===== src/rtl/beu_clmul_arbiter.sv =====
// beu_clmul_arbiter
//   Shares one multi-cycle carry-less multiply engine between two execute
//   lanes. Requests are arbitrated round-robin. The winning operation is held
//   on the engine inputs until the engine finishes, the watchdog expires or the
//   owner lane flushes. The captured result is then returned to the owner over
//   a valid/ready handshake.
//
// Ports (lane 1 occupies the upper slice of every packed per-lane bus)
//   s_clk_i, s_reset_i     clock, synchronous active-high reset
//   s_req_val_i[1:0]       request valid per lane
//   s_req_op_i[3:0]        2-bit op per lane: 0 CLMUL, 1 CLMULH, 2 CLMULR, 3 illegal
//   s_req_op1_i[63:0]      32-bit first operand per lane
//   s_req_op2_i[63:0]      32-bit second operand per lane
//   s_req_rdy_o[1:0]       request accepted (one-hot or zero, IDLE only)
//   s_flush_i[1:0]         per-lane flush
//   s_rsp_val_o[1:0]       response valid (one-hot or zero, DONE only)
//   s_rsp_rdy_i[1:0]       response ready per lane
//   s_rsp_res_o[31:0]      response result (zero outside DONE)
//   s_rsp_err_o            response error: illegal op or watchdog timeout
//   s_eng_compute_o        engine compute enable, high for the whole RUN state
//   s_eng_fun_o[1:0]       engine function, encoded like the request op
//   s_eng_op1_o/op2_o      registered engine operands
//   s_eng_flush_o          one-cycle engine flush pulse
//   s_eng_finished_i       engine finished
//   s_eng_result_i[31:0]   engine result
module beu_clmul_arbiter #(
   parameter int TIMEOUT = 40
) (
   input  logic        s_clk_i,
   input  logic        s_reset_i,
   input  logic [1:0]  s_req_val_i,
   input  logic [3:0]  s_req_op_i,
   input  logic [63:0] s_req_op1_i,
   input  logic [63:0] s_req_op2_i,
   output logic [1:0]  s_req_rdy_o,
   input  logic [1:0]  s_flush_i,
   output logic [1:0]  s_rsp_val_o,
   input  logic [1:0]  s_rsp_rdy_i,
   output logic [31:0] s_rsp_res_o,
   output logic        s_rsp_err_o,
   output logic        s_eng_compute_o,
   output logic [1:0]  s_eng_fun_o,
   output logic [31:0] s_eng_op1_o,
   output logic [31:0] s_eng_op2_o,
   output logic        s_eng_flush_o,
   input  logic        s_eng_finished_i,
   input  logic [31:0] s_eng_result_i
);

   localparam int         WD_W       = $clog2(TIMEOUT);
   localparam logic [1:0] OP_ILLEGAL = 2'd3;

   typedef enum logic [1:0] {
      ST_IDLE = 2'd0,
      ST_RUN  = 2'd1,
      ST_DONE = 2'd2
   } state_t;

   state_t            state_q;
   logic              ptr_q;        // lane granted last
   logic              owner_q;
   logic [1:0]        fun_q;
   logic [31:0]       op1_q;
   logic [31:0]       op2_q;
   logic [31:0]       res_q;
   logic              err_q;
   logic [WD_W-1:0]   wd_q;
   logic              eng_flush_q;
   logic              rst_flush_q;  // reset hit an operation in RUN

   logic [1:0]        elig;
   logic [1:0]        grant;
   logic              winner;
   logic [1:0]        win_op;
   logic [31:0]       win_op1;
   logic [31:0]       win_op2;

   // Round-robin: on a tie the lane not granted last wins.
   always_comb begin
      elig  = s_req_val_i & ~s_flush_i;
      grant = 2'b00;
      if (state_q == ST_IDLE && !s_reset_i) begin
         if (elig == 2'b11) grant = ptr_q ? 2'b01 : 2'b10;
         else               grant = elig;
      end
   end

   assign winner  = grant[1];
   assign win_op  = winner ? s_req_op_i[3:2]   : s_req_op_i[1:0];
   assign win_op1 = winner ? s_req_op1_i[63:32] : s_req_op1_i[31:0];
   assign win_op2 = winner ? s_req_op2_i[63:32] : s_req_op2_i[31:0];

   assign s_req_rdy_o     = grant;
   assign s_rsp_val_o     = (state_q == ST_DONE) ? (owner_q ? 2'b10 : 2'b01) : 2'b00;
   assign s_rsp_res_o     = (state_q == ST_DONE) ? res_q : '0;
   assign s_rsp_err_o     = (state_q == ST_DONE) && err_q;
   assign s_eng_compute_o = (state_q == ST_RUN);
   assign s_eng_fun_o     = fun_q;
   assign s_eng_op1_o     = op1_q;
   assign s_eng_op2_o     = op2_q;
   assign s_eng_flush_o   = eng_flush_q;

   always_ff @(posedge s_clk_i) begin
      if (s_reset_i) begin
         state_q     <= ST_IDLE;
         ptr_q       <= 1'b1;
         owner_q     <= 1'b0;
         fun_q       <= '0;
         op1_q       <= '0;
         op2_q       <= '0;
         res_q       <= '0;
         err_q       <= 1'b0;
         wd_q        <= '0;
         eng_flush_q <= 1'b0;
         // Sticky across a multi-cycle reset so the engine counter gets
         // cleared once reset releases.
         rst_flush_q <= rst_flush_q | (state_q == ST_RUN);
      end else begin
         eng_flush_q <= rst_flush_q;
         rst_flush_q <= 1'b0;
         case (state_q)
            ST_IDLE: begin
               if (grant != 2'b00) begin
                  owner_q <= winner;
                  ptr_q   <= winner;
                  fun_q   <= win_op;
                  op1_q   <= win_op1;
                  op2_q   <= win_op2;
                  wd_q    <= '0;
                  if (win_op == OP_ILLEGAL) begin
                     res_q   <= '0;
                     err_q   <= 1'b1;
                     state_q <= ST_DONE;
                  end else begin
                     state_q <= ST_RUN;
                  end
               end
            end
            ST_RUN: begin
               // Owner flush beats finished, finished beats the watchdog.
               if (s_flush_i[owner_q]) begin
                  eng_flush_q <= 1'b1;
                  state_q     <= ST_IDLE;
               end else if (s_eng_finished_i) begin
                  res_q   <= s_eng_result_i;
                  err_q   <= 1'b0;
                  state_q <= ST_DONE;
               end else if (wd_q == WD_W'(TIMEOUT - 1)) begin
                  eng_flush_q <= 1'b1;
                  res_q       <= '0;
                  err_q       <= 1'b1;
                  state_q     <= ST_DONE;
               end else begin
                  wd_q <= wd_q + WD_W'(1);
               end
            end
            ST_DONE: begin
               if (s_flush_i[owner_q] || s_rsp_rdy_i[owner_q]) state_q <= ST_IDLE;
            end
            default: state_q <= ST_IDLE;
         endcase
      end
   end

endmodule


===== config.mk =====
export PLATFORM = sky130hd
export DESIGN_NAME = beu_clmul_arbiter
export DESIGN_NICKNAME = d
export VERILOG_FILES = /design/src/rtl/beu_clmul_arbiter.sv
export SDC_FILE = /design/constraint.sdc
export NUM_CORES = 1
export LEC_CHECK = 0
export ABC_AREA = 1
export CAP_MARGIN = 20
export CORE_UTILIZATION = 44
export CTS_CLUSTER_SIZE = 25
export DETAILED_ROUTE_END_ITERATION = 12
export PLACE_DENSITY = 0.87
export SETUP_SLACK_MARGIN = 0.15
export SKIP_CTS_REPAIR_TIMING = 1
export SYNTH_ARGS = -nofsm -noshare
export SYNTH_HDL_FRONTEND = slang
export SYNTH_SLANG_ARGS = --single-unit

===== constraint.sdc =====
create_clock -name s_clk_i -period 3.3 [get_ports s_clk_i]
set_clock_uncertainty 0.1 [all_clocks]
set_input_delay 0.33 -clock s_clk_i [delete_from_list [all_inputs] [get_ports s_clk_i]]
set_output_delay 0.33 -clock s_clk_i [all_outputs]
set_load 0.05 [all_outputs]

Yosys cells after proc, flatten, opt, wreduce, memory -nomap -nowiden. Cells that the tools add are included.

Output and inout port bits: 105. Input port bits: 173. Word-level logic and storage cells: 81. Bits in registers: 111.

Order comparisons: 1. Multiplexer cells: 41. Reduce and logical (&&, ||, !) cells: 11. Eq/ne operators: 13. Bitwise logic cells: 3. $add $sub $neg: 1.

Operator list (count): two-way mux 32 bit (8); one-hot mux 32 bit (2 select lines) (1); two-way mux 2 bit (12); two-way mux 6 bit (4); two-way mux 1 bit (13); one-hot mux 6 bit (2 select lines) (1); AND reduction 5 bit (2); adder 6 x 1 -> 6 bit, second input constant (1); == test 2 bit, second input constant (3); == test 6 bit, second input constant (1); inequality test 2 x 1 -> 1 bit, second input constant (3); inequality test 2 bit, second input constant (3); one-hot mux 2 bit (3 select lines) (1); inequality test 4 x 1 -> 1 bit, second input constant (1); nonzero test 2 bit (2); inequality test 3 x 1 -> 1 bit, second input constant (1); AND reduction 3 bit (1); AND 2 bit (1); == test 2 x 1 -> 1 bit, second input constant (1); logical AND 1 bit (2); zero test 2 bit (1); < comparator 1 x 2 -> 1 bit, second input constant (1); NOT 2 bit (1); one-hot mux 1 bit (2 select lines) (1); other kinds (4) (4).

Depth between registers and ports, before layout. Gate-level depths: netlist of the first run.

Depth after elaboration: 10. Gate-level depth with buffers: 13. Depth with buffers taken out: 12.

Worst setup path before layout of the first run. No wires, ideal clock.

Path type: register to output. Start: reg state_q[1]. End: out s_rsp_res_o[10]. Arrival time: 1.634 ns. Buffers on the path: 1. Stages on the path, launching flop included: 6. Data required time: 2.870 ns. Setup slack: 1.236 ns. Cell sequence: dfxtp_1 -> inv_1 -> nor2_1 -> clkinv_1 -> clkbuf_1 -> nor2_1.

Word-level cells in the longest chain between the ends: 2.

RTL lines: start, declared (line 59) `state_t state_q;`; start signal, assigned (line 105) `state_q <= ST_IDLE;`; start signal, assigned (line 133) `state_q <= ST_DONE;`; start signal, assigned (line 135) `state_q <= ST_RUN;`; == test 2 bit (line 95) `assign s_rsp_res_o = (state_q == ST_DONE) ? res_q : '0;`; two-way mux 32 bit (line 95); end, declared (line 39) `output logic [31:0] s_rsp_res_o,`.

No other way between the ends.

Worst setup path after layout of the first run.
Start: reg state_q[1]. End: out s_rsp_res_o[24].

Same word-level chain as after synthesis.

==> run summary, run 1 <==
The area share of the largest cell type after synthesis came out at between 40% and 50%. The launch instance of the worst min-delay path is res_q[12]. The clock-pin slew on the worst setup and hold paths is roughly 70 ps.

The final weighted congestion of routability-driven global placement is ~0.87. The H-tree depth reported by CTS is 3. The power density over the cells came out at 536 nW/um2. The worst path needs ~2700 ps of the cycle, external delays included. From synthesis to final layout, the design area changed by 57.5%. The synthesis warning total is 0.

Pin placement for this block handled 278 I/O pins. Setup slack on the worst reg-to-reg path comes out at 1040 ps. The worst hold path was traced through 2 stages.

The final global-route overflow total is 0. The worst-margin pin slew is 1070 ps. The highest metal layer used by the detailed router is met4.

TritonCTS created 9 clock buffers. For this run, the total global-route usage over all layers was measured as 27.9%. Entering global routing, the biggest net connects 101 pins. The routed wire length per instance is 14.4 um. The post-route netlist has ~4.3% of its cells at a drive strength greater than 1. dfxtp_1 takes more of the synthesized area than any other cell. The number of maximum-capacitance constraint violations is 0. The top cell types in the final layout, fill and taps aside, are clkdlybuf4s50_1 (273), nand2_1 (223), inv_1 (115), dfxtp_1 (111), nand3_1 (99). The required time of the worst setup path is 2870 ps.

The net count reported at finish is 1256. The final setup violation count came out at 0. The initial utilization of the core area, before any placement, comes to between 40% and 50%.

The DRC violations left is 0. The number of sinks on the clock net came out at ~110. In the post-synthesis netlist, the biggest area contributors are dfxtp_1 (40%), nand2_1 (15%), nand3_1 (9.1%), o211ai_1 (9.0%), inv_1 (8.0%).

The worst-path maximum fanout is 35. The via count of the first global-routing pass came out at 5826. The worst setup path is captured at a primary output. The run finished with clean final reports. Measured against its own limit, the worst slew margin works out to 28.8%. The final number of hold-violating endpoints is 0. The area inside the core boundary came out at 12100 um2. Summed over all failing endpoints, the final setup total negative slack is 0 ps.

Based on the critical path, the design can be clocked at up to between 0.3 and 0.4 GHz. The met1 routed wirelength after detailed routing is 7030 um. The initial DRC count came out at between 400 and 500. The number of cells on the worst reg-to-reg path came out at 11.

The worst path meets setup with 573 ps of slack. The post-synthesis instance area came out at between 5000 and 6000 um2. The TritonCTS clock tree is yes. The worst hold path terminates at res_q[12]. By startpoint and endpoint, the worst setup path is classified as reg2out. The die width came out at 114 um. Before CTS, the worst setup slack after placement is a little under 600 ps. The cell leakage power came out at 3.78 nW. The number of synthesized register bits is 111. The die covers 13000 um2. The overall routed net length is 18000 um. The number of core rows came out at 40. The count of cell types in the netlist is 30.

The clock passes through at most 2 buffers. In the finished design, the share of the clock period the worst path needs comes to between 80 and 90%. The routed via count divided by cell count is 4.92. The number of fillers in the final layout is 1002. The via count is 6178.

The latest clock arrival within the worst-skew pair is around 340 ps. The number of standard cells after synthesis is approximately 840. The sequential share of the synthesized area came out at 40.3%. Leaving out fill and tap cells, the most frequent cell in the layout is clkdlybuf4s50_1. Setup repair after global routing left no endpoint under its margin.

The initial antenna violation count is 0. The number of buffers inserted by port buffering came out at ~280. The worst hold-check path type is reg2reg. The first global-routing pass estimated 28400 um of wire.

The amount of wire on met2 after detailed routing came out at 8710 um. STA classifies the critical path startpoint as a register. From bottom edge to top edge, the die measures 114 um. The number of pins with negative max-slew slack in the final report came out at 0. The count of nets left with antenna violations once routing finished came out at 0. The number of nets produced by synthesis is 1011. The arrival time of data at the critical path endpoint is ~2300 ps. The worst register-to-register path ends at res_q[29]. The number of antenna repair diodes came out at 0. Summed over all nets, wire length on met3 after detailed routing comes to 1740 um. The count of TritonRoute iterations in the first routing pass is 5. Once detailed placement completed, the half-perimeter wirelength came to 12900 um. The worst ir drop on vdd came out at 237 uV. In this run the critical register-to-register path is launched from state_q[1]. The synthesized area per cell came out at 6.58 um2. The tree is rooted in a clkbuf_16.
-- cell type report --
type,instances,area (um2),area share [%]
Clock buffer,12,256,2.96
Tap cell,168,210,2.42
Multi-Input combinational cell,549,2590,29.9
Inverter,119,448,5.16
Sequential cell,111,2220,25.6
Timing Repair Buffer,292,2930,33.7
Clock inverter,4,20.0,0.231
-- per-layer routing --
metal	vias up	global-route usage [%]
met5	-	0
met1	2739	31.2
met2	258	48.3
met4	0	11.4
met3	36	9.99
li1	3145	-
-- logic make-up after synthesis --
family | synth area share [%]
AND/OR/NAND/NOR | 32.8
buffers and inverters | 12.8
flip-flops | 40.3
AO/OA/AOI/OAI | 13.2
XOR/XNOR | 0.636
adder cells (fa/ha/maj) | 0.227
-- critical path, stage by stage (launching register included) --
cell,delay (ps)
dfxtp_1,410
inv_1,90
nor2_1,140
clkinv_1,80
buf_4,250
nor2_1,150
clkdlybuf4s50_1,830
-- worst max path at each step --
stage / start / to / slack (ps) / cells past startpoint
after global placement: s_reset_i / res_q[1] / 670 / 12
final: state_q[1] / s_rsp_res_o[24] / 570 / 6
after global routing: state_q[1] / s_rsp_res_o[24] / 420 / 6
after CTS: state_q[1] / s_rsp_res_o[24] / 570 / 6
after detailed placement: s_reset_i / res_q[29] / 580 / 12
after floorplan: state_q[1] / s_rsp_res_o[10] / 1240 / 5
-- registers in the layout, indices dropped and copies added, names as in the netlist --
signal / flops
err_q: 1
owner_q: 1
ptr_q: 1
res_q: 32
rst_flush_q: 1
s_eng_flush_o: 1
s_eng_fun_o: 2
s_eng_op1_o: 32
s_eng_op2_o: 32
state_q: 2
wd_q: 6
-- synth_stat cells, drive strengths merged --
cell type and n:
nor2 102, buf 32, clkinv 1, a31oi 1, nand3 101, dfxtp 111, nand4 4, inv 118
nand2 226, o31ai 1, a21oi 35, o2111ai 1, clkbuf 26, ha 1, o21ai 4, o21a 1
xnor2 3, a221oi 1, nor3 1, xor2 1, o211ai 66
-- per-stage QoR --
stage	utilization (%)	instances	power, mW	instance area (um2)	hold slack [ps]
global placement	69.3	1239	3.60	8400	362
global route	71.6	1255	4.91	8680	404
floorplan	-	837	2.96	5510	352
finish	71.6	1255	4.65	8680	381
CTS	71.6	1255	4.67	8680	385
detailed placement	69.3	1239	3.63	8400	367
-- where the power goes --
group / leakage (nW) / internal [mW] / switching [mW]
registers: 0.910 / 1.56 / 0.118
clock network: 0.142 / 0.549 / 0.477
logic: 2.73 / 0.719 / 1.22
Power figures use the tool's default switching activity.
==> run 2, diff against run 1 <==
CORE_UTILIZATION = 41   (was 44)
PLACE_DENSITY = 0.82   (was 0.87)
clock period = 2.7 ns   (was 3.3 ns; I/O delays follow)
==> run summary, run 2 (synthesis results as in run 1) <==
The number of nets with antenna violations after routing is 0. The routed via count divided by cell count came out at 4.88. For this run the aggregate overflow at the end of global routing stands at 0. Grouping stages by cell kind, the critical path spends the most delay in buffers and inverters.

The library cell used most frequently in the layout, excluding fill and tap cells, is clkdlybuf4s50_1. Setup repair after global routing left no endpoint under its margin. The H-tree depth reported by CTS is 3.

The power density over the cells came out at 629 nW/um2. In the final timing run, aggregate negative setup slack is 0 ps. The critical path is of the reg2out type. The worst-margin pin slew is 1060 ps. The wire length of the first global-routing pass is roughly 29000 um. The combined global-route utilization of all metal layers came out at 25.6%. The min-delay analysis places its worst path in the category reg2reg. The share of total power in the clock network came out at 21.4%.

The die is approximately 120 um tall. The largest net degree at the start of global routing is 101. Total power for the finished layout comes to between 5 and 6 mW. The worst ir drop on vdd came out at 309 uV. The sort of element at the end of the critical path is a primary output.

The element type at the critical path start is a register. The HPWL reported at the end of detailed placement came out at approximately 13000 um. The latest clock arrival within the worst-skew pair came out at 350 ps. The overall routed net length is 18000 um. The longest clock path from root to sink contains 2 buffers. The worst-path maximum fanout is 5. The top cell types in the final layout, fill and taps aside, are clkdlybuf4s50_1 (240), nand2_1 (223), inv_1 (115), dfxtp_1 (111), nand3_1 (99). The via count of the first global-routing pass is 5801. The worst hold slack is 382 ps.

The worst max-slew margin expressed relative to the limit is 29.2%. The maximum clock rate came out at 0.443 GHz. CTS placed an instance of clkbuf_16 at the clock tree root.

The time the final worst path needs with I/O delays and setup came out at around 2300 ps. TritonCTS built the clock tree. The floorplan step defined a die boundary enclosing 13900 um2. The slowest cell on the critical path is clkdlybuf4s50_1.

The internal power contribution came out at 3.50 mW. The routed layout has 6155 vias. Setup violations remaining at the end of the flow were counted as 0. The DRC violations left is 0. The initial DRC count came out at 460. The share of the clock period used by the worst path came out at 83.7%. The flow ran to the end, and the final reports show no timing, DRC or antenna violations.

The effective utilization at floorplan is about 43%. The total CTS buffers came out at 9. Net switching is between 30% and 40% of the power.

The final number of hold-violating endpoints came out at 0. The area inside the core boundary is 12900 um2. The share of post-route cells with drive strength above 1 came out at under 10%. The delay of the slowest critical-path stage is 850 ps. Together, buffers and inverters on the worst path number 2. The number of maximum-capacitance constraint violations is 0. At the worst endpoint, the arrival time is 1890 ps. The sequential cell fraction of total power came out at a little over a third. The number of sinks on the clock net came out at 111. The number of core rows is 41. The number of buffers inserted by port buffering is 277. The number of top-level design ports is 278. The clock-pin slew on the worst setup and hold paths is about 70 ps. The net count of the finished layout is between 1000 and 1500. The post-synthesis to final-layout area growth is 64.5%. Before antenna repair, the detailed router went through 5 iterations. The initial antenna violation count came out at 0. The number of antenna repair diodes came out at 0. In the final routed layout, each cell accounts on average for 14.3 um. The number of pins with negative max-slew slack in the final report was 0. Combinational cells account for 42.5% of the total power. The power dissipated by switching net loads came out at 2.21 mW.

The required time of the worst setup path came out at about 2300 ps. The cell leakage power is 3.95 nW. The number of fillers in the final layout came out at 1012. Traced cell by cell, the critical path runs through inv_1 > nor2_2 > clkdlybuf4s50_1. Routability-driven placement finished with a final weighted congestion of 0.854. The die width is approximately 120 um.
-- run 2: cell count changes in the layout (fill, tap and decap cells not counted), sizes merged --
cell and change:
buf +36, clkbuf +2, clkdlybuf4s50 -33, clkinv -4, inv +1
-- run 2: path summary, 6_finish.rpt --
check	from	endpoint	slack, ps	depth (start not counted)
worst max-delay path	state_q[0]	s_eng_compute_o	440	3
worst min-delay path	res_q[15]	res_q[15]	380	2
worst max register to register	state_q[1]	res_q[25]	660	10
worst min register to register	res_q[15]	res_q[15]	380	2
-- run 2: cell type report --
class                      count  area, um2  area share, %
clock buffer                  14        254           2.80
clock inverter                 1       5.00         0.0552
inverter                     119        447           4.93
multi-input combinational    549       2590           28.6
sequential                   111       2220           24.5
tap                          172        215           2.37
timing repair buffer         295       3330           36.7
-- run 2: per-layer routing --
layer  part of all wire [%]  GRT usage, %  vias to the layer above  wire length [um]
li1                       -             -                     3150                 -
met5                      0             0                        -                 0
met1                     41          29.0                     2729              7300
met4                    3.3          12.0                        0               601
met3                    8.8          8.38                       37              1590
met2                     47          43.2                      239              8530
-- run 2: power groups by stage --
stage / registers (mW) / logic [mW] / clock network [mW]
2_1_floorplan: 2.52 / 1.10 / 0
4_1_cts: 2.06 / 2.44 / 1.25
3_3_place_gp: 2.08 / 2.39 / 0
5_1_grt: 2.09 / 2.63 / 1.31
3_5_place_dp: 2.08 / 2.43 / 0
6_report: 2.06 / 2.43 / 1.22
-- run 2: metrics by stage --
| step | setup slack, ps | utilization (%) | std cells | instance area [um2] |
|---|---|---|---|---|
| global placement | 325 | 68.4 | 1246 | 8810 |
| CTS | 437 | 70.4 | 1261 | 9060 |
| detailed placement | 251 | 68.4 | 1246 | 8810 |
| global route | 364 | 70.4 | 1261 | 9060 |
| finish | 441 | 70.4 | 1261 | 9060 |
| floorplan | 647 | - | 837 | 5510 |
-- run 2: worst reg2reg max path, cell delays in order, from the launching register on --
cell	delay (ps)
dfxtp_1	360
nor2_4	160
nand4_1	210
nand3_2	270
nand2_2	100
nor2_4	110
buf_12	230
nand2_4	170
nand2_1	100
nand2_1	50
nor2_1	120
==> RTL edit 1 (settings of run 2) <==
Re-encode `state_t` (3 states) as one-hot, 3 bits wide.
--- a/src/rtl/beu_clmul_arbiter.sv
+++ b/src/rtl/beu_clmul_arbiter.sv
@@ -52,6 +52,6 @@
 
-   typedef enum logic [1:0] {
-      ST_IDLE = 2'd0,
-      ST_RUN  = 2'd1,
-      ST_DONE = 2'd2
+   typedef enum logic [2:0] {
+      ST_IDLE = 3'b001,
+      ST_RUN  = 3'b010,
+      ST_DONE = 3'b100
    } state_t;
Formal check against the unedited RTL: no difference found for any inputs over 4 cycles, from zero or initial values and one cycle with s_reset_i high; so few cycles prove little.
==> RTL edit 1 against run 2 <==
- final area is 2.8% lower
- sequential cell count increased by 1
- setup slack lost 0.079 ns
- total power is 31% higher
- synthesized area is 4.5% lower
- sequential share of layout area grew 0.94 points
- first-iteration DRC count decreased by 4.1%
- via count fell by 3.8%
- wire length decreased by 4.7%
==> RTL edit 1: results (changes against run 2) <==
Logic synthesis
  • Seq/Total Area, Yosys: 42.6% (was 40.3%)
  • Top post-synthesis cells by count: 226 x nand2_1, 112 x dfxtp_1, 94 x nor2_1 (was 224 x nand2_1, 117 x inv_1, 111 x dfxtp_1)
  • Synth cell types: 35 (was 30)
  • Synth area leaders: dfxtp_1 43%, nand2_1 16%, a31oi_1 7.7%, nor2_1 6.7%, o21ai_0 6.2% (was dfxtp_1 40%, nand2_1 15%, nand3_1 9.1%, o211ai_1 9.0%, inv_1 8.0%)
  • Avg Cell Area, Syn: 6.77 µm² (was 6.58 µm²)
  • Ys async rst share: 0% (unchanged)
  • Syn nets: 951 (was 1,011)

Critical path
  • Reg-to-reg critical path endpoint: res_q[21]$_SDFFE_PP0P_ (was res_q[25]$_SDFFE_PP0P_)
  • Worst EP arrival: 1.97 ns (was 1.89 ns)
  • CP max stage cell: dfxtp_1 (was clkdlybuf4s50_1)
  • CP peak stage delay: 0.37 ns (was 0.85 ns)
  • Crit path max fanout: 32 (was 5)
  • RR Startpoint: state_q[2]$_SDFFE_PP0P_ (was state_q[1]$_SDFFE_PP0P_)

Place
  • GPL Wtd Cong: 0.828 (was 0.854)
  • HPWL after DPL: 12,400 µm (was 13,000 µm)

Global routing
  • Vias in the first global route: 5,510 (was 5,801)
  • Largest net degree at the start of global routing: 104 (was 101)
  • GR Util All Layers: 25.7% (was 25.6%)
  • First-pass GRT wire length: 26,900 µm (was 28,600 µm)

Pwr
  • Peak supply drop: 0.477 mV (was 0.309 mV)
  • Sw Share: 42.7% (was 38.7%)
  • Combinational power: 3.74 mW (was 2.43 mW)
  • Leak: 3.48 nW (was 3.95 nW)

Layout
  • Final non-filler cell total: 1,195 (was 1,261)

Route
  • Detailed Route Iter0 Violations: 441 (was 460)
  • Drt pass-1 iters: 8 (was 5)
  • Final WL: 17,200 µm (was 18,000 µm)
  • Vias per cell: 4.95 (was 4.88)

Outcome
  • Status: finished clean (unchanged)
==> RTL edit 1: cell types whose count changed after synthesis, moves of 3 or more <==
cell,before,now
inv_1,117,49
nand3_1,100,35
o211ai_1,66,1
a31oi_1,1,65
o21ai_0,3,65
buf_4,0,4
clkbuf_1,26,22
nand2_2,1,5
nor2_1,97,94
==> RTL edit 1: cell families (layout without fill, tap and decap cells) <==
family | Yosys count | after routing | synth area share (%)
AO/OA/AOI/OAI | 173 | 173 | 18.3
XOR/XNOR | 4 | 4 | 0.666
adder cells (fa/ha/maj) | 1 | 1 | 0.238
buffers and inverters | 112 | 357 | 9.18
flip-flops | 112 | 112 | 42.6
other | 0 | 1 | 0
AND/OR/NAND/NOR | 375 | 375 | 29.0
==> RTL edit 1: worst min-delay path by stage <==
stage,start,endpoint,cells past startpoint
6_report,s_eng_fun_o[0]$_SDFFE_PP0P_,s_eng_fun_o[0]$_SDFFE_PP0P_,2
3_3_place_gp,err_q$_SDFFE_PP0P_,err_q$_SDFFE_PP0P_,2
5_1_grt,s_eng_fun_o[0]$_SDFFE_PP0P_,s_eng_fun_o[0]$_SDFFE_PP0P_,2
3_5_place_dp,res_q[11]$_SDFFE_PP0P_,res_q[11]$_SDFFE_PP0P_,2
4_1_cts,wd_q[0]$_SDFFE_PP0P_,wd_q[0]$_SDFFE_PP0P_,2
2_1_floorplan,s_req_op2_i[2],s_eng_op2_o[2]$_SDFFE_PP0P_,2
==> RTL edit 1: routing by layer <==
metal	GRT usage, %	part of all wire [%]	up-vias
li1	-	-	3014
met1	28.9	39	2639
met2	44.6	49	235
met3	8.54	9.5	32
met4	11.1	3.0	0
met5	0	0	-
==> RTL edit 1: critical path, delay by kind of cell (launching register included) <==
family        cells  cell delay, ns
flops             1            0.37
simple gates      2            0.59
buf+inv           3            0.66
==> RTL edit 1: area by class of cell <==
| type | count | area, µm² |
|---|---|---|
| Multi-Input combinational cell | 553 | 2540 |
| Inverter | 53 | 201 |
| Antenna cell | 1 | 2.50 |
| Clock buffer | 11 | 243 |
| Clock inverter | 3 | 67.6 |
| Fill cell | 1046 | 3760 |
| Tap cell | 172 | 215 |
| Sequential cell | 112 | 2240 |
| Timing Repair Buffer | 290 | 3290 |
==> RTL edit 1: stage by stage <==
stage	power, mW	hold WS (ns)	worst slack [ns]	instance area [µm²]
6_report	7.48	0.379	0.362	8810
5_1_grt	7.99	0.404	0.218	8810
4_1_cts	7.51	0.382	0.203	8800
3_5_place_dp	6.09	0.368	0.281	8490
3_3_place_gp	6.02	0.360	0.384	8490
2_1_floorplan	4.98	0.329	0.669	5260
==> RTL edit 2 (config.mk and constraints of run 2) <==
Made on the original files. The parameter `TIMEOUT` goes from 40 to 80.
--- a/src/rtl/beu_clmul_arbiter.sv
+++ b/src/rtl/beu_clmul_arbiter.sv
@@ -26,3 +26,3 @@
 module beu_clmul_arbiter #(
-   parameter int TIMEOUT = 40
+   parameter int TIMEOUT = 80
 ) (
Function: same outputs for any inputs over 4 cycles, from zero or initial values and one cycle with s_reset_i high; that may be too few to reach the edited logic, so the function may still have changed.
==> RTL edit 2 against run 2 <==
- global-route usage decreased by 1.3 points
- die area up 0.78%
- sequential share of layout area grew 1.3 points
- sequential cell count grew 1
- synthesized area rose by 0.79%
- final cell count increased by 0.48%
- total power shrank 18%
- setup slack better by 0.059 ns
- final area shrank 4.2%
- wire length fell by 5.7%
==> RTL edit 2: results (changes against run 2) <==
Outcome
  • Status: finished clean (unchanged)

Critical path
  • Reg-to-reg critical path endpoint: res_q[28]$_SDFFE_PP0P_ (was res_q[25]$_SDFFE_PP0P_)
  • Worst EP arrival: 1.83 ns (was 1.89 ns)
  • FF-to-FF setup slack: 0.70 ns (was 0.66 ns)
  • Crit path max-delay family: buffers and inverters (unchanged)
  • CP peak stage delay: 0.84 ns
  • R2R depth: 7 (was 10)
  • CP max stage cell: clkdlybuf4s50_1 (unchanged)
  • RR Startpoint: owner_q$_SDFFE_PP0P_ (was state_q[1]$_SDFFE_PP0P_)
  • Crit path max fanout: 7 (was 5)

Worst hold path
  • Hold Path End: err_q$_SDFFE_PP0P_ (was res_q[15]$_SDFFE_PP0P_)
  • Hold depth: 2 (unchanged)
  • Hold WC Path Type: flip-flop to flip-flop (unchanged)
  • Hold Startpoint: err_q$_SDFFE_PP0P_ (was res_q[15]$_SDFFE_PP0P_)

Route
  • Final WL: 17,000 µm (was 18,000 µm)
  • Detailed Route Iter0 Violations: 400 (was 460)
  • Drt pass-1 iters: 5 (unchanged)
  • Total vias in the final route: 6,101 (was 6,155)

Logic synthesis
  • Warnings, synthesis: 0 (unchanged)
  • Cells after synthesis: 844 (was 837)
  • Ys async rst share: 0% (unchanged)
  • Synth cell types: 24 (was 30)
  • Top FF cell, synth: dfxtp_1 (unchanged)
  • Top post-synthesis cells by count: 231 x nand2_1, 115 x inv_1, 112 x dfxtp_1 (was 224 x nand2_1, 117 x inv_1, 111 x dfxtp_1)
  • Syn nets: 1,018 (was 1,011)
  • Synth area leaders: dfxtp_1 40%, nand2_1 16%, nand3_1 9.5%, o211ai_1 8.7%, inv_1 7.8% (was dfxtp_1 40%, nand2_1 15%, nand3_1 9.1%, o211ai_1 9.0%, inv_1 8.0%)
  • Seq/Total Area, Yosys: 40.4% (was 40.3%)

Place
  • GPL Wtd Cong: 0.822 (was 0.854)
  • HPWL after DPL: 11,800 µm (was 13,000 µm)
  • I/O Buffers: 277 (unchanged)

Clock network
  • Worst-path clk slew: 0.07 ns (about the same)
  • Num CTS Buffers: 9 (unchanged)
  • Maximum clock path buffer count: 2 (unchanged)
  • H-tree Lvls: 3 (unchanged)
  • Clock latency at the later pin of the worst-skew pair: approximately 0.36 ns
  • Root Driver: clkbuf_16 (unchanged)

Global routing
  • Vias in the first global route: 5,714 (was 5,801)
  • First-pass GRT wire length: 27,500 µm (was 28,600 µm)
  • GR Overflow Total: 0 (unchanged)
  • Initial antenna violation count: 1 (was 0)
  • GR Util All Layers: 24.2% (was 25.6%)
  • Largest net degree at the start of global routing: 78 (was 101)

Timing
  • Worst hold slack: 0.379 ns (was 0.382 ns)
  • Worst-margin pin slew: 0.565 ns (was 1.06 ns)

Pwr
  • Peak supply drop: 0.407 mV (was 0.309 mV)
  • Leak: 3.75 nW (was 3.95 nW)

Layout
  • Final non-filler cell total: 1,267 (was 1,261)
  • Fraction of layout cells with a size suffix above 1: 6.70% (was 7.25%)
-- RTL edit 2: changes by cell type after synthesis, sizes merged, moves of 2 or more --
cell,change
a21oi,+14
buf,+2
nand2,+5
nand3,+4
nand4,-3
nor2,-13
nor3,+3
o211ai,-2
xnor2,-3
-- RTL edit 2: metrics by stage --
step | area (µm²) | setup WS (ns)
after CTS | 8680 | 0.481
after detailed placement | 8400 | 0.409
after global routing | 8680 | 0.392
after floorplan | 5550 | 0.804
after global placement | 8400 | 0.372
final | 8680 | 0.499
-- RTL edit 2: cell families (layout without fill, tap and decap cells) --
| kind of cell | after synthesis | count (layout) | synth area share (%) |
|---|---|---|---|
| and+or+nand+nor | 431 | 431 | 31.8 |
| buffers and inverters | 177 | 423 | 13.2 |
| AOI/OAI and AO/OA | 121 | 121 | 14.1 |
| DFF | 112 | 112 | 40.4 |
| xor gates and xnor gates | 2 | 2 | 0.316 |
| adders and majority gates | 1 | 1 | 0.225 |
| other | 0 | 1 | 0 |
-- RTL edit 2: report_power, final --
group,internal (mW),switching (mW)
registers,1.81,0.0849
logic,0.616,0.881
clock network,0.674,0.610
total,3.10,1.58
-- RTL edit 2: worst reg2reg max path, cell delays in order, from the launching register on --
cell,delay (ns)
dfxtp_1,0.38
o21ai_0,0.46
nand2_1,0.20
a21oi_4,0.21
buf_12,0.27
nand3_1,0.15
nand2_1,0.09
nor2_1,0.04
-- RTL edit 2: area by class of cell --
cell class,count,area [µm²]
fillers,1189,4560
clock buffers,13,260
well taps,176,220
multi-input cells,555,2600
clock inverters,2,15.0
repair buffers,291,2900
flip-flops and latches,112,2240
diodes,1,2.50
inverters,117,439
-- RTL edit 2: worst max-delay path by stage --
stage	startpoint	endpoint	slack (ns)
after global routing	state_q[0]$_SDFFE_PP0P_	s_rsp_res_o[13]	0.39
after CTS	state_q[0]$_SDFFE_PP0P_	s_eng_compute_o	0.48
final	state_q[0]$_SDFFE_PP0P_	s_eng_compute_o	0.50
after detailed placement	s_reset_i	s_eng_op2_o[11]$_SDFFE_PP0P_	0.41
after global placement	s_flush_i[0]	err_q$_SDFFE_PP0P_	0.37
after floorplan	state_q[0]$_SDFFE_PP0P_	s_eng_op1_o[22]$_SDFFE_PP0P_	0.80
-- RTL edit 2: routing by layer --
layer,GRT usage (%),part of all wire [%],wire [µm],vias up
li1,-,-,-,3167
met1,27.6,41,6920,2679
met2,41.3,48,8150,226
met3,8.25,8.4,1430,29
met4,10.1,2.9,500,0
met5,0,0,0,-
